<file path="src/rtl/adder.sv">
`timescale 1ns/1ps
// Sequential IEEE-754-style adder (IDLE -> ALIGN -> ADD -> NORM -> DONE), truncating by default.
// Optional feature macro ADDER_ROUND_NEAREST_EN keeps guard/round/sticky bits and rounds to nearest even.
module adder #(
    parameter int Mantissa_Size = 23,
    parameter int Exponent_Size = 8
) (
    input  logic                                 clk,
    input  logic                                 rst,
    input  logic                                 enable,
    input  logic                                 load,
    input  logic [Mantissa_Size+Exponent_Size:0] A,
    input  logic [Mantissa_Size+Exponent_Size:0] B,
    output logic [Mantissa_Size+Exponent_Size:0] result,
    output logic                                 done,
    output logic                                 zero_flag,
    output logic                                 overflow,
    output logic                                 underflow,
    output logic                                 NAN
);
    localparam int M   = Mantissa_Size;
    localparam int E   = Exponent_Size;
    localparam int W   = M + E + 1;
`ifdef ADDER_ROUND_NEAREST_EN
    localparam int GRS = 3;
`else
    localparam int GRS = 0;
`endif
    localparam int MW  = M + 1 + GRS;
    localparam int EW  = E + 2;
    localparam int LZW = $clog2(MW + 1);
    localparam logic [E-1:0]        EXP_ONES = '1;
    localparam logic signed [EW-1:0] EXP_MAX = EW'(EXP_ONES);
    localparam logic signed [EW-1:0] EXP_ONE = EW'(1);

    typedef enum logic [2:0] {IDLE, ALIGN, ADD, NORM, DONE} state_t;

    state_t                state;
    logic [W-1:0]          a_q, b_q;
    logic                  sx_p0, sub_p0;
    logic [E-1:0]          ex_p0;
    logic [MW-1:0]         mx_p0, my_p0;
    logic                  sx_p1;
    logic [E-1:0]          ex_p1;
    logic [MW:0]           sum_p1;
    logic                  sx_p2;
    logic signed [EW-1:0]  exp_p2;
    logic [MW-1:0]         mant_p2;

    function automatic logic [LZW-1:0] lzc(input logic [MW-1:0] v);
        lzc = LZW'(MW);
        for (int i = 0; i < MW; i++)
            if (v[i]) lzc = LZW'(MW - 1 - i);
    endfunction

`ifdef ADDER_ROUND_NEAREST_EN
    function automatic logic [M+1:0] round_mant(input logic [MW-1:0] m);
        logic [M:0] keep;
        logic       up;
        keep = m[MW-1:GRS];
        up   = m[GRS-1] & ((|m[GRS-2:0]) | keep[0]);
        return {1'b0, keep} + (M+2)'(up);
    endfunction
`else
    function automatic logic [M+1:0] round_mant(input logic [MW-1:0] m);
        return {1'b0, m};
    endfunction
`endif

    // ALIGN: larger magnitude becomes X, smaller is shifted right by the exponent gap
    logic          a_big, x_sign;
    logic [E-1:0]  x_exp, y_exp, shamt;
    logic [M-1:0]  x_frac, y_frac;
    logic [MW-1:0] mx_full, my_full, my_sh;

    always_comb begin
        a_big   = a_q[W-2:0] >= b_q[W-2:0];
        x_sign  = a_big ? a_q[W-1]   : b_q[W-1];
        x_exp   = a_big ? a_q[W-2:M] : b_q[W-2:M];
        x_frac  = a_big ? a_q[M-1:0] : b_q[M-1:0];
        y_exp   = a_big ? b_q[W-2:M] : a_q[W-2:M];
        y_frac  = a_big ? b_q[M-1:0] : a_q[M-1:0];
        shamt   = x_exp - y_exp;
        mx_full = MW'({|x_exp, x_frac}) << GRS;
        my_full = MW'({|y_exp, y_frac}) << GRS;
        my_sh   = my_full >> shamt;
`ifdef ADDER_ROUND_NEAREST_EN
        my_sh[0] = my_sh[0] | ((my_sh << shamt) != my_full);
`endif
    end

    // ADD: magnitude sum or difference, one carry bit of headroom
    logic [MW:0] sum_c;

    always_comb begin
        if (sub_p0) sum_c = {1'b0, mx_p0} - {1'b0, my_p0};
        else        sum_c = {1'b0, mx_p0} + {1'b0, my_p0};
    end

    // NORM: single-cycle barrel normalisation
    logic [LZW-1:0]       lz;
    logic [MW-1:0]        mant_c;
    logic signed [EW-1:0] exp_c;

    always_comb begin
        lz = lzc(sum_p1[MW-1:0]);
        if (sum_p1[MW]) begin
            mant_c = sum_p1[MW:1];
`ifdef ADDER_ROUND_NEAREST_EN
            mant_c[0] = mant_c[0] | sum_p1[0];
`endif
            exp_c  = $signed(EW'(ex_p1) + EW'(1));
        end else begin
            mant_c = sum_p1[MW-1:0] << lz;
            exp_c  = $signed(EW'(ex_p1) - EW'(lz));
        end
    end

    // DONE: special operands take priority over the arithmetic path
    logic                 a_nan, b_nan, a_inf, b_inf, a_zero, b_zero;
    logic [M+1:0]         rnd;
    logic signed [EW-1:0] r_exp;
    logic [M-1:0]         r_frac;
    logic [W-1:0]         fin_res;
    logic                 fin_zero, fin_ovf, fin_unf, fin_nan;

    always_comb begin
        a_nan    = (a_q[W-2:M] == EXP_ONES) && (a_q[M-1:0] != '0);
        b_nan    = (b_q[W-2:M] == EXP_ONES) && (b_q[M-1:0] != '0);
        a_inf    = (a_q[W-2:M] == EXP_ONES) && (a_q[M-1:0] == '0);
        b_inf    = (b_q[W-2:M] == EXP_ONES) && (b_q[M-1:0] == '0);
        a_zero   = a_q[W-2:M] == '0;
        b_zero   = b_q[W-2:M] == '0;
        rnd      = round_mant(mant_p2);
        r_exp    = exp_p2 + $signed(EW'(rnd[M+1]));
        r_frac   = rnd[M+1] ? rnd[M:1] : rnd[M-1:0];
        fin_res  = '0;
        fin_zero = 1'b0;
        fin_ovf  = 1'b0;
        fin_unf  = 1'b0;
        fin_nan  = 1'b0;
        if (a_nan) begin
            fin_res        = a_q;
            fin_res[M-1]   = 1'b1;
            fin_nan        = 1'b1;
        end else if (b_nan) begin
            fin_res        = b_q;
            fin_res[M-1]   = 1'b1;
            fin_nan        = 1'b1;
        end else if (a_inf && b_inf && (a_q[W-1] != b_q[W-1])) begin
            fin_res[W-2:M] = EXP_ONES;
            fin_res[M-1]   = 1'b1;
            fin_nan        = 1'b1;
        end else if (a_inf) begin
            fin_res = a_q;
        end else if (b_inf) begin
            fin_res = b_q;
        end else if (a_zero) begin
            fin_res  = b_q;
            fin_zero = b_q[W-2:0] == '0;
        end else if (b_zero) begin
            fin_res  = a_q;
            fin_zero = a_q[W-2:0] == '0;
        end else if (!mant_p2[MW-1]) begin
            fin_zero = 1'b1;
        end else if (exp_p2 < EXP_ONE) begin
            fin_zero = 1'b1;
            fin_unf  = 1'b1;
        end else if (r_exp >= EXP_MAX) begin
            fin_res  = {sx_p2, EXP_ONES, {M{1'b0}}};
            fin_ovf  = 1'b1;
        end else begin
            fin_res  = {sx_p2, r_exp[E-1:0], r_frac};
        end
    end

    always_ff @(posedge clk or posedge rst) begin
        if (rst) begin
            state     <= IDLE;
            a_q       <= '0;
            b_q       <= '0;
            sx_p0     <= 1'b0;
            sub_p0    <= 1'b0;
            ex_p0     <= '0;
            mx_p0     <= '0;
            my_p0     <= '0;
            sx_p1     <= 1'b0;
            ex_p1     <= '0;
            sum_p1    <= '0;
            sx_p2     <= 1'b0;
            exp_p2    <= '0;
            mant_p2   <= '0;
            result    <= '0;
            done      <= 1'b0;
            zero_flag <= 1'b0;
            overflow  <= 1'b0;
            underflow <= 1'b0;
            NAN       <= 1'b0;
        end else if (enable) begin
            if (load) begin
                a_q       <= A;
                b_q       <= B;
                state     <= ALIGN;
                result    <= '0;
                done      <= 1'b0;
                zero_flag <= 1'b0;
                overflow  <= 1'b0;
                underflow <= 1'b0;
                NAN       <= 1'b0;
            end else begin
                case (state)
                    ALIGN: begin
                        sx_p0  <= x_sign;
                        sub_p0 <= a_q[W-1] != b_q[W-1];
                        ex_p0  <= x_exp;
                        mx_p0  <= mx_full;
                        my_p0  <= my_sh;
                        state  <= ADD;
                    end
                    ADD: begin
                        sx_p1  <= sx_p0;
                        ex_p1  <= ex_p0;
                        sum_p1 <= sum_c;
                        state  <= NORM;
                    end
                    NORM: begin
                        sx_p2   <= sx_p1;
                        exp_p2  <= exp_c;
                        mant_p2 <= mant_c;
                        state   <= DONE;
                    end
                    DONE: begin
                        result    <= fin_res;
                        zero_flag <= fin_zero;
                        overflow  <= fin_ovf;
                        underflow <= fin_unf;
                        NAN       <= fin_nan;
                        done      <= 1'b1;
                    end
                    default: state <= IDLE;
                endcase
            end
        end
    end

endmodule

</file>
<file path="config.mk">
export PLATFORM = sky130hd
export DESIGN_NAME = adder
export DESIGN_NICKNAME = d
export VERILOG_FILES = /design/src/rtl/adder.sv
export SDC_FILE = /design/constraint.sdc
export NUM_CORES = 1
export LEC_CHECK = 0
export ABC_AREA = 1
export CAP_MARGIN = 20
export CORE_MARGIN = 5
export CORE_UTILIZATION = 25
export DETAILED_ROUTE_END_ITERATION = 8
export PLACE_DENSITY_LB_ADDON = 0.08
export SKIP_LAST_GASP = 1
export SLEW_MARGIN = 40
export SYNTH_ARGS = -nofsm -noshare
export SYNTH_HDL_FRONTEND = slang
export SYNTH_SLANG_ARGS = --single-unit
export TNS_END_PERCENT = 20
</file>
<file path="constraint.sdc">
create_clock -name clk -period 21.4 [get_ports clk]
set_clock_uncertainty 0.05 [all_clocks]
set_input_delay 3.21 -clock clk [delete_from_list [all_inputs] [get_ports clk]]
set_output_delay 3.21 -clock clk [all_outputs]
set_load 0.05 [all_outputs]
</file>
### After elaboration in Yosys (flattened, before gate mapping)

Cells that the tools add are included.

| operators by class | value |
|---|---|
| reduce and logical (&&, ||, !) cells | 23 |
| bitwise gates (word level) | 1 |
| mux-type cells | 88 |
| shifts and indexed selects | 2 |
| divide/modulo/power cells | 0 |
| multipliers | 0 |
| $lt $le $gt $ge | 3 |
| add/sub/neg operators | 5 |
| eq/ne operators | 8 |

Operators with widths:

| cell | count |
|---|---|
| $mux 32 | 10 |
| $mux 5 | 23 |
| $logic_not 31->1 | 2 |
| $logic_not 23->1 | 2 |
| $mux 23 | 2 |
| $reduce_bool 23->1 | 2 |
| $mux 1 | 42 |
| $ge 31x31->1 | 1 |
| $mux 31 | 1 |
| $add 24x24->25 | 1 |
| $mux 25 | 1 |
| $sub 24x24->25 | 1 |
| $mux 24 | 1 |
| $shl 24x5->24 | 1 |
| $shr 24x8->24 | 1 |
| $mux 22 | 1 |
| $eq 8x8->1 const B | 2 |
| $logic_not 8->1 | 2 |
| $mux 8 | 2 |
| $reduce_or 8->1 | 2 |
| $pmux 3 s4 | 1 |
| $ge 10x9->1 const B | 1 |
| $lt 10x2->1 const B | 1 |
| $mux 10 | 1 |
| other kinds (16) | 26 |

| word-level totals | value |
|---|---|
| flip-flop bits (word level) | 231 |
| bits of input ports | 68 |
| memories | 0 |
| bits in writable memories | 0 |
| bits in read-only memories | 0 |
| bits in latches | 0 |

### Depth between registers and ports, before layout

| logic depth | value |
|---|---|
| word-level depth | 26 |
| depth in mapped cells | 36 |
| gate-level depth less buffers | 35 |

### Worst setup path before layout

Ideal clock, no wire load.

| timing path | value |
|---|---|
| path type | input port to flip-flop |
| start | input port load |
| end | register mx_p0[10] |
| library setup time | 0.066 ns |
| cell stages on the path | 10 |
| path buffers | 3 |
| data required time | 21.284 ns |
| arrival | 4.611 ns |
| path slack | 16.673 ns |
| cell sequence | inv_1 nand2_1 nor4_1 clkbuf_1 inv_1 clkbuf_1 clkbuf_1 a21oi_1 o21ai_0 nand2_1 |

| between the ends | value |
|---|---|
| cells in the longest elaborated chain, start to end | 2 |

Ends and longest elaborated chain:

| element | RTL line | RTL |
|---|---|---|
| start: declaration | 11 | `input logic load,` |
| $not 1->1 (no line) | -- |  |
| $reduce_and 3->1 (no line) | -- |  |
| end signal: assignment | 216 | `mx_p0 <= mx_full;` |
| end: declaration | 42 | `logic [MW-1:0] mx_p0, my_p0;` |

Every way passes these cells.
A chain may end at the register's enable or synchronous reset.

### Worst setup path after layout

| timing path | value |
|---|---|
| start | register b_q[23] |
| end | register my_p0[2] |

| between the ends | value |
|---|---|
| cells in the longest elaborated chain, start to end | 4 |
| elaborated cells on any way between the ends | 7 |

Ends and longest elaborated chain:

| element | RTL line | RTL |
|---|---|---|
| start: declaration | 39 | `logic [W-1:0] a_q, b_q;` |
| start signal: assignment | 181 | `b_q <= '0;` |
| start signal: assignment | 202 | `b_q <= B;` |
| $ge 31x31->1 | 77 | `a_big = a_q[W-2:0] >= b_q[W-2:0];` |
| $mux 8, on equally long branches | 79, 81 |  |
| $sub 8x8->8 / $reduce_or 8->1 (equally long branches) | 83, 85 |  |
| $shr 24x8->24 * | 86 | `my_sh = my_full >> shamt;` |
| end signal: assignment | 217 | `my_p0 <= my_sh;` |
| end: declaration | 42 |  |

Mark *: on every way between the ends. The rest lies on a longest branch, timed or not.

==> results.md <==
- Logic gate share of total power: 62.1%
- Via density: just over 5
- Clock share of power: between 15 and 20%
- TritonRoute pass-1 iters: 5
- CP Launch Point: b_q[23]
- Clk sinks: roughly 230
- Relative slew slack: between 40 and 50%
- Top cells by area in the synthesized netlist: dfrtp_1 (35%), nand2_1 (13%), nand3_1 (7.8%)
- Clock Latency Late Sink: approximately 0.6 ns
- Fmax: between 0.15 and 0.2 GHz
- Met3 Use GR: about 1.9%
- Non-Filler Instances: 3280
- CTS resizes: 0
- First-pass GRT wire length: about 110000 um
- Flop pwr share: between 20% and 30%
- Worst hold start: sx_p1
- Switching Share: a little over half
- Antenna diodes: 0
- Worst-Margin Slew: 0.831 ns
- Initial Utilization: between 20% and 30%
- Setup bufs post-CTS: 0
- Core Footprint: 64600 um^2
- CP max stage cell: ha_2
- Worst Hold End: sx_p2
- Hold path cells: 2
- CP Buf/Inv Count: 3
- Reg2Reg Depth: 23
- Cell Chain, Critical Path: inv_1, ha_2, inv_2, nor3_1, nand3b_2, nand3_4, buf_4, nand2_1, nand2_1, nand2_1, nand3_2, nand2_1, nand3_2, nand2_4, nor2_4, nand2_1, nand2_1, nand3_1, nand3_1, nand3_1, nand3_1, nand2_1, nand2_1
- Final GP Congestion: between 0.8 and 0.9
- Most Frequent Cell on Critical Path: nand2_1
- Area delta synth->final: 17.9%
- Arrival time worst endpoint: roughly 6.1 ns
- Worst Setup End Kind: flop
- Reg clk slew, reported paths: approximately 0.06 ns
- R2r setup slk: 15.75 ns
- Initial antenna violation count: 4
- Cells after Synth: about 2400
- Fillers: 7192
- Syn nets: approximately 2500
- RSZ-0062 raised after global routing: no
- Sw Pwr: around 1.8 mW
- Internal power: 1.57 mW
- Port bufs: roughly 100
- Vias in the first global route: 16000
- M1 GR Usage: 29.6%
- Cts hold-fix bufs: 0
- Share of cells above drive strength 1: roughly 5.5%
- # DRC: 0
- Yosys top cell area share: 35.4%
- Pwr/cell area: roughly 170 nW/um^2
- CTS tree: done
- Antenna Nets Post-Route: 0
- Dominant cell type by area after synthesis: dfrtp_1
- Synth cell types: 62
- Max-cap check violation count: 0
- Status: completed
- Max Fanout on Critical Path: 89
- Post-Syn Area: around 16000 um^2
- Lkg Pwr: around 9.1 nW
- Syn Area/Cell: slightly below 7 um^2
- Hold crit path type: reg -> reg
- Ys flop type: dfrtp_1
- Worst slack, placed: about 15 ns
- WL final: slightly above 70000 um
- GR Layer Usage met2: 31.0%
- Delay-heaviest family, CP: simple AND/OR/NAND/NOR gates
- Slack of the critical path: around 16 ns
- # rows: just over 90
- Overall die height: 265 um
- Max-slew violations: 0
- Chip width: roughly 270 um
- Final Hold Slack: ~0.41 ns
- Final Setup Violations: 0
- Largest net degree at the start of global routing: 110
- DR iter-0 viols: approximately 1500
- #FFs+latches synth: around 230
- Root Buffer: clkbuf_16
- Hpwl dp: between 50000 and 60000 um
- IO Pins: 105
- Required time worst endpoint: between 20 and 25 ns
- Longest Clk Path Bufs: 3
- Min cycle time layout: about 5.7 ns
- Largest stage delay on the critical path: between 0.7 and 0.8 ns
- Setup crit start kind: flop
- Worst r2r src: b_q[23]
- Gr ovfl total: 0
- Net count, final: roughly 2500
- Final TNS setup: 0 ns
- FF-to-FF End: my_p0[2]
- Post-synth EDFFs: 0
- Total die area: a little over 70000 um^2
- Share of the yosys chip area belonging to registers: between 30 and 40%
- Max VDD drop: ~0.082 mV
- Synth async-reset ratio: 100%
- Fin. Hold Viols: 0
- Vias: between 15000 and 20000
- CTS Buf Count: 31
- H-tree levels: 1
- Routed len/inst: roughly 22 um
- Yosys warns: 0
- Dpl cells: approximately 3200
- Gr usage total: 19.8%
- WS Path Type: reg -> reg
- Most used routing layer: met2
- Period utilization: about a quarter
==> worst min-delay path, cell delays in order (launching register included) <==
cell     delay, ns
dfrtp_1       0.34
nand2_1       0.05
nand2_1       0.04
==> how the worst max path moves through the flow <==
stage                        to  slack, ns  depth (start not counted)
floorplan                   NAN      11.81                          1
global placement    mant_p2[23]      15.07                          9
detailed placement  mant_p2[22]      15.26                         10
CTS                    my_p0[0]      15.80                         25
global route           my_p0[6]      15.17                         23
finish                 my_p0[2]      15.75                         23
==> state kept, by name (all words and copies together) (netlist names), 3 cells and up <==
register	flops
b_q	32
sum_p1	25
a_q	32
mx_p0	24
state	3
exp_p2	10
my_p0	24
ex_p0	8
result	32
ex_p1	8
mant_p2	24
==> area by class of cell <==
type | count | area (um^2) | share of cell area (%)
multi-input cells | 1788 | 9260 | 48.2
flip-flops and latches | 231 | 5780 | 30.1
repair buffers | 132 | 1270 | 6.58
well taps | 855 | 1070 | 5.56
clock buffers | 49 | 943 | 4.90
inverters | 219 | 835 | 4.34
clock inverters | 6 | 76.3 | 0.397
==> stage by stage <==
step / utilization, % / area (um^2) / power (mW)
after floorplan: - / 16300 / 2.14
after global placement: 28.2 / 18200 / 2.81
after detailed placement: 28.2 / 18200 / 2.81
after CTS: 29.8 / 19200 / 3.36
after global routing: 29.8 / 19200 / 3.65
final: 29.8 / 19200 / 3.33
==> routing by layer <==
layer  up-vias  part of all wire, %  routed length [um]
met5         -                0.018                  13
met4         2                  2.2                1540
met3        77                  4.4                3170
met2       452                   44               31900
met1      7979                   49               35200
li1       8111                    -                   -
==> placed cells by master, fill, tap and decap left out, types with 40 or more instances in the layout <==
| cell | netlist | routed |
|---|---|---|
| nand2_1 | 581 | 579 |
| nand3_1 | 255 | 255 |
| dfrtp_1 | 231 | 231 |
| a21oi_1 | 215 | 215 |
| inv_1 | 210 | 206 |
| o21ai_0 | 191 | 191 |
| nor2_1 | 171 | 169 |
| clkdlybuf4s50_1 | 0 | 104 |
| ha_1 | 63 | 62 |
| nand4_1 | 40 | 40 |
==> power by group through the flow <==
| stage | sequential, mW | combinational (mW) | clock [mW] |
|---|---|---|---|
| CTS | 0.745 | 2.07 | 0.541 |
| global route | 0.758 | 2.33 | 0.557 |
| detailed placement | 0.749 | 2.06 | 0 |
| global placement | 0.751 | 2.06 | 0 |
| floorplan | 0.658 | 1.48 | 0 |
| finish | 0.742 | 2.07 | 0.521 |
==> logic make-up after synthesis <==
kind of cell | count (synthesis) | synth area share [%]
compound gates | 551 | 19.0
xor+xnor | 38 | 2.09
fa+ha+maj | 65 | 5.08
buf+inv | 341 | 8.10
flops | 231 | 35.4
mux | 2 | 0.138
simple gates | 1132 | 30.2
==> cells in the mapped netlist (4+ instances only) <==
library cell / instances
a31oi_1: 20
a21boi_0: 4
or2_2: 15
ha_1: 63
nor2_1: 171
nand2_1: 581
buf_1: 7
o21ai_1: 22
o221ai_1: 23
nor4_1: 25
buf_2: 6
xor2_1: 24
a22oi_1: 5
o22ai_1: 9
xnor2_1: 13
nand3_1: 255
clkbuf_1: 103
clkinv_1: 6
nand4_1: 40
nand2_2: 4
a221oi_1: 6
nand3_2: 6
a21oi_1: 215
o21ai_0: 191
o211ai_1: 27
nor3_1: 21
dfrtp_1: 231
inv_1: 210
Note: power is estimated with default switching activity, not from simulation.
==> RTL edit, RTL diff (same flow settings) <==
`Exponent_Size`: 8 -> 16.
--- a/src/rtl/adder.sv
+++ b/src/rtl/adder.sv
@@ -3,7 +3,7 @@
 // Optional feature macro ADDER_ROUND_NEAREST_EN keeps guard/round/sticky bits and rounds to nearest even.
 module adder #(
     parameter int Mantissa_Size = 23,
-    parameter int Exponent_Size = 8
+    parameter int Exponent_Size = 16
 ) (
     input  logic                                 clk,
     input  logic                                 rst,
Ports: changed (resized A, B and result); port bits go from 105 to 129. No check against the original RTL was run, so the function may have changed too.
==> RTL edit against the unedited design <==
Routed wire length rose by 23%. Die area is 20% higher. Area after synthesis is 20% higher. Synthesized cell count up 24%. Setup slack got worse by 0.53 ns. Critical path type unchanged. Total power increased by 7.3%. Highest routed layer is now met4. Sequential cell count is 48 higher. Final area rose by 22%. Critical endpoint is now my_p0[12]$_DFFE_PP0P_.
==> RTL edit: results (changes against the unedited design) <==
| Result | Value | vs unedited |
|:---|:---|:---|
| Leakage power summed over all cells | 10.9 nW | was 9.14 nW |
| Via density | 5.04 | was 5.07 |
| Critical path fanouts, max | 49 | was 89 |
| Setup repair bufs after CTS | 0 | unchanged |
| Max-cap check violation count | 0 | unchanged |
| Largest cells by area after synthesis | sky130_fd_sc_hd__dfrtp_1 (36%), sky130_fd_sc_hd__nand2_1 (16%), sky130_fd_sc_hd__o21ai_0 (7.8%) | was sky130_fd_sc_hd__dfrtp_1 (35%), sky130_fd_sc_hd__nand2_1 (13%), sky130_fd_sc_hd__nand3_1 (7.8%) |
| Global-route wire length before repair | 131,000 um | was 108,000 um |
| Standard cell with the maximum stage delay on the critical path | sky130_fd_sc_hd__xnor2_2 | was sky130_fd_sc_hd__ha_2 |
| Post-layout net count | 3,136 | was 2,536 |
| Clk Tree Root Cell | sky130_fd_sc_hd__clkbuf_16 | unchanged |
| Class of the most critical hold timing path | flip-flop to flip-flop | unchanged |
| Average wire per standard cell | 21.9 um | about the same |
| Hpwl dp | 67,700 um | was 54,900 um |
| Maximum number of pins on one net before global-route repair | 100 | was 110 |
| Biggest registers after layout | a_q x40, b_q x40, result x40 | was a_q x32, b_q x32, result x32 |
| Max stage delay on crit path | 0.57 ns | was 0.73 ns |
| Number of buffers on the longest clock path | 3 | unchanged |
| Leading register cell type out of synthesis | sky130_fd_sc_hd__dfrtp_1 | unchanged |
| Family of cells with the greatest summed delay on the critical path | simple AND/OR/NAND/NOR gates | unchanged |
| Setup-violating endpoint count in the final report | 0 | unchanged |
| Cell variety after synth | 55 | was 62 |
| Antenna-violating nets left | 0 | unchanged |
| RD Place Congestion | 0.901 | was 0.893 |
| Share of flip-flops with an asynchronous set or reset after synthesis | 100% | unchanged |
| Maximum resistive drop on vdd | 0.0604 mV | was 0.0821 mV |
| First-pass DRT Iterations | 6 | was 5 |
| Clock Latency Late Sink | 0.58 ns | was 0.60 ns |
| Number of H-tree levels | 2 | was 1 |
| Count of yosys warnings during synthesis | 0 | unchanged |
| 1st-iter DRT viols | 1,889 | was 1,460 |
| Share of the yosys chip area belonging to registers | 35.5% | was 35.4% |
| Via count of the first global-routing pass | 19,600 | was 16,000 |
| Overall track demand over capacity in global routing | 20.2% | was 19.8% |
| Quantity of gates resized following cts | 0 | unchanged |
| Ratio of cells with drive above 1 in the final layout | 5.39% | was 5.48% |
| Fill cell instance count of the final layout | 8,511 | was 7,192 |
| Count of buffers from port buffering | 128 | was 104 |
| Number of buffers created by CTS | 39 | was 31 |
| List of most frequent post-synthesis cells | sky130_fd_sc_hd__nand2_1 (817), sky130_fd_sc_hd__o21ai_0 (306), sky130_fd_sc_hd__inv_1 (280) | was sky130_fd_sc_hd__nand2_1 (581), sky130_fd_sc_hd__nand3_1 (255), sky130_fd_sc_hd__dfrtp_1 (231) |
| Outcome | complete, no violations | unchanged |
| Register clock-pin slew on the reported worst setup and hold paths | 0.06 ns | about the same |
| Relative slew margins | 42.0% | was 44.3% |
| Initial antenna violation count | 0 | was 4 |
| Number of flops mapped to enable cells by yosys | 0 | unchanged |
-- RTL edit: cell count changes in the layout (fill, tap and decap cells not counted), sizes merged, moves of 20 or more --
cell	delta
inv	+72
clkdlybuf4s50	+24
nand3	-107
o221ai	-21
o22ai	+20
nand2	+236
nand4	+21
nor2	+102
dfrtp	+48
o21ai	+113
-- RTL edit: cells by family after synthesis --
family	after synthesis	synth area share, %
AND/OR/NAND/NOR	1397	29.7
buffers and inverters	435	8.64
AO/OA/AOI/OAI	688	19.3
flip-flops	279	35.5
adder cells (fa/ha/maj)	73	4.73
XOR/XNOR	45	2.04
multiplexers	1	0.0510
-- RTL edit: routing by layer --
layer,up-vias,global-route usage (%),wire (um)
met5,-,0,0
met4,0,5.45,2480
met3,100,3.44,4980
met2,554,29.4,36900
met1,9865,30.7,44200
li1,9862,-,-
-- RTL edit: path summary, 6_finish.rpt --
check	startpoint	to	slack (ns)	depth (start not counted)
hold / removal	done$_DFFE_PP0P_	done$_DFFE_PP0P_	0.43	2
setup reg to reg	b_q[23]$_DFFE_PP0P_	my_p0[12]$_DFFE_PP0P_	15.22	24
hold reg to reg	done$_DFFE_PP0P_	done$_DFFE_PP0P_	0.43	2
max in group asynchronous	rst	result[12]$_DFFE_PP0P_	16.18	5
min in group asynchronous	rst	ex_p0[9]$_DFFE_PP0P_	2.93	2
setup / recovery	b_q[23]$_DFFE_PP0P_	my_p0[12]$_DFFE_PP0P_	15.22	24
-- RTL edit: final cells by class --
type	count	area share (%)
inverters	292	4.73
well taps	1040	5.56
clock buffers	52	4.72
flip-flops and latches	279	29.8
repair buffers	163	6.89
multi-input cells	2204	47.3
clock inverters	16	0.968
diodes	1	0.0107
-- RTL edit: stage by stage --
stage | hold slack, ns | cells | util (%) | setup WS, ns | cell area (sq um)
floorplan | 0.399 | 2918 | - | 10.45 | 19600
global placement | 0.409 | 3972 | 28.2 | 14.56 | 21900
detailed placement | 0.421 | 3977 | 28.3 | 14.95 | 22000
CTS | 0.437 | 4045 | 30.0 | 15.26 | 23300
global route | 0.458 | 4046 | 30.1 | 14.70 | 23400
finish | 0.432 | 4047 | 30.1 | 15.22 | 23400
-- RTL edit: power breakdown --
group          internal, mW  total, mW  switching, mW
clock                 0.413      0.685          0.272
combinational         0.666       1.99           1.33
sequential            0.679      0.895          0.216
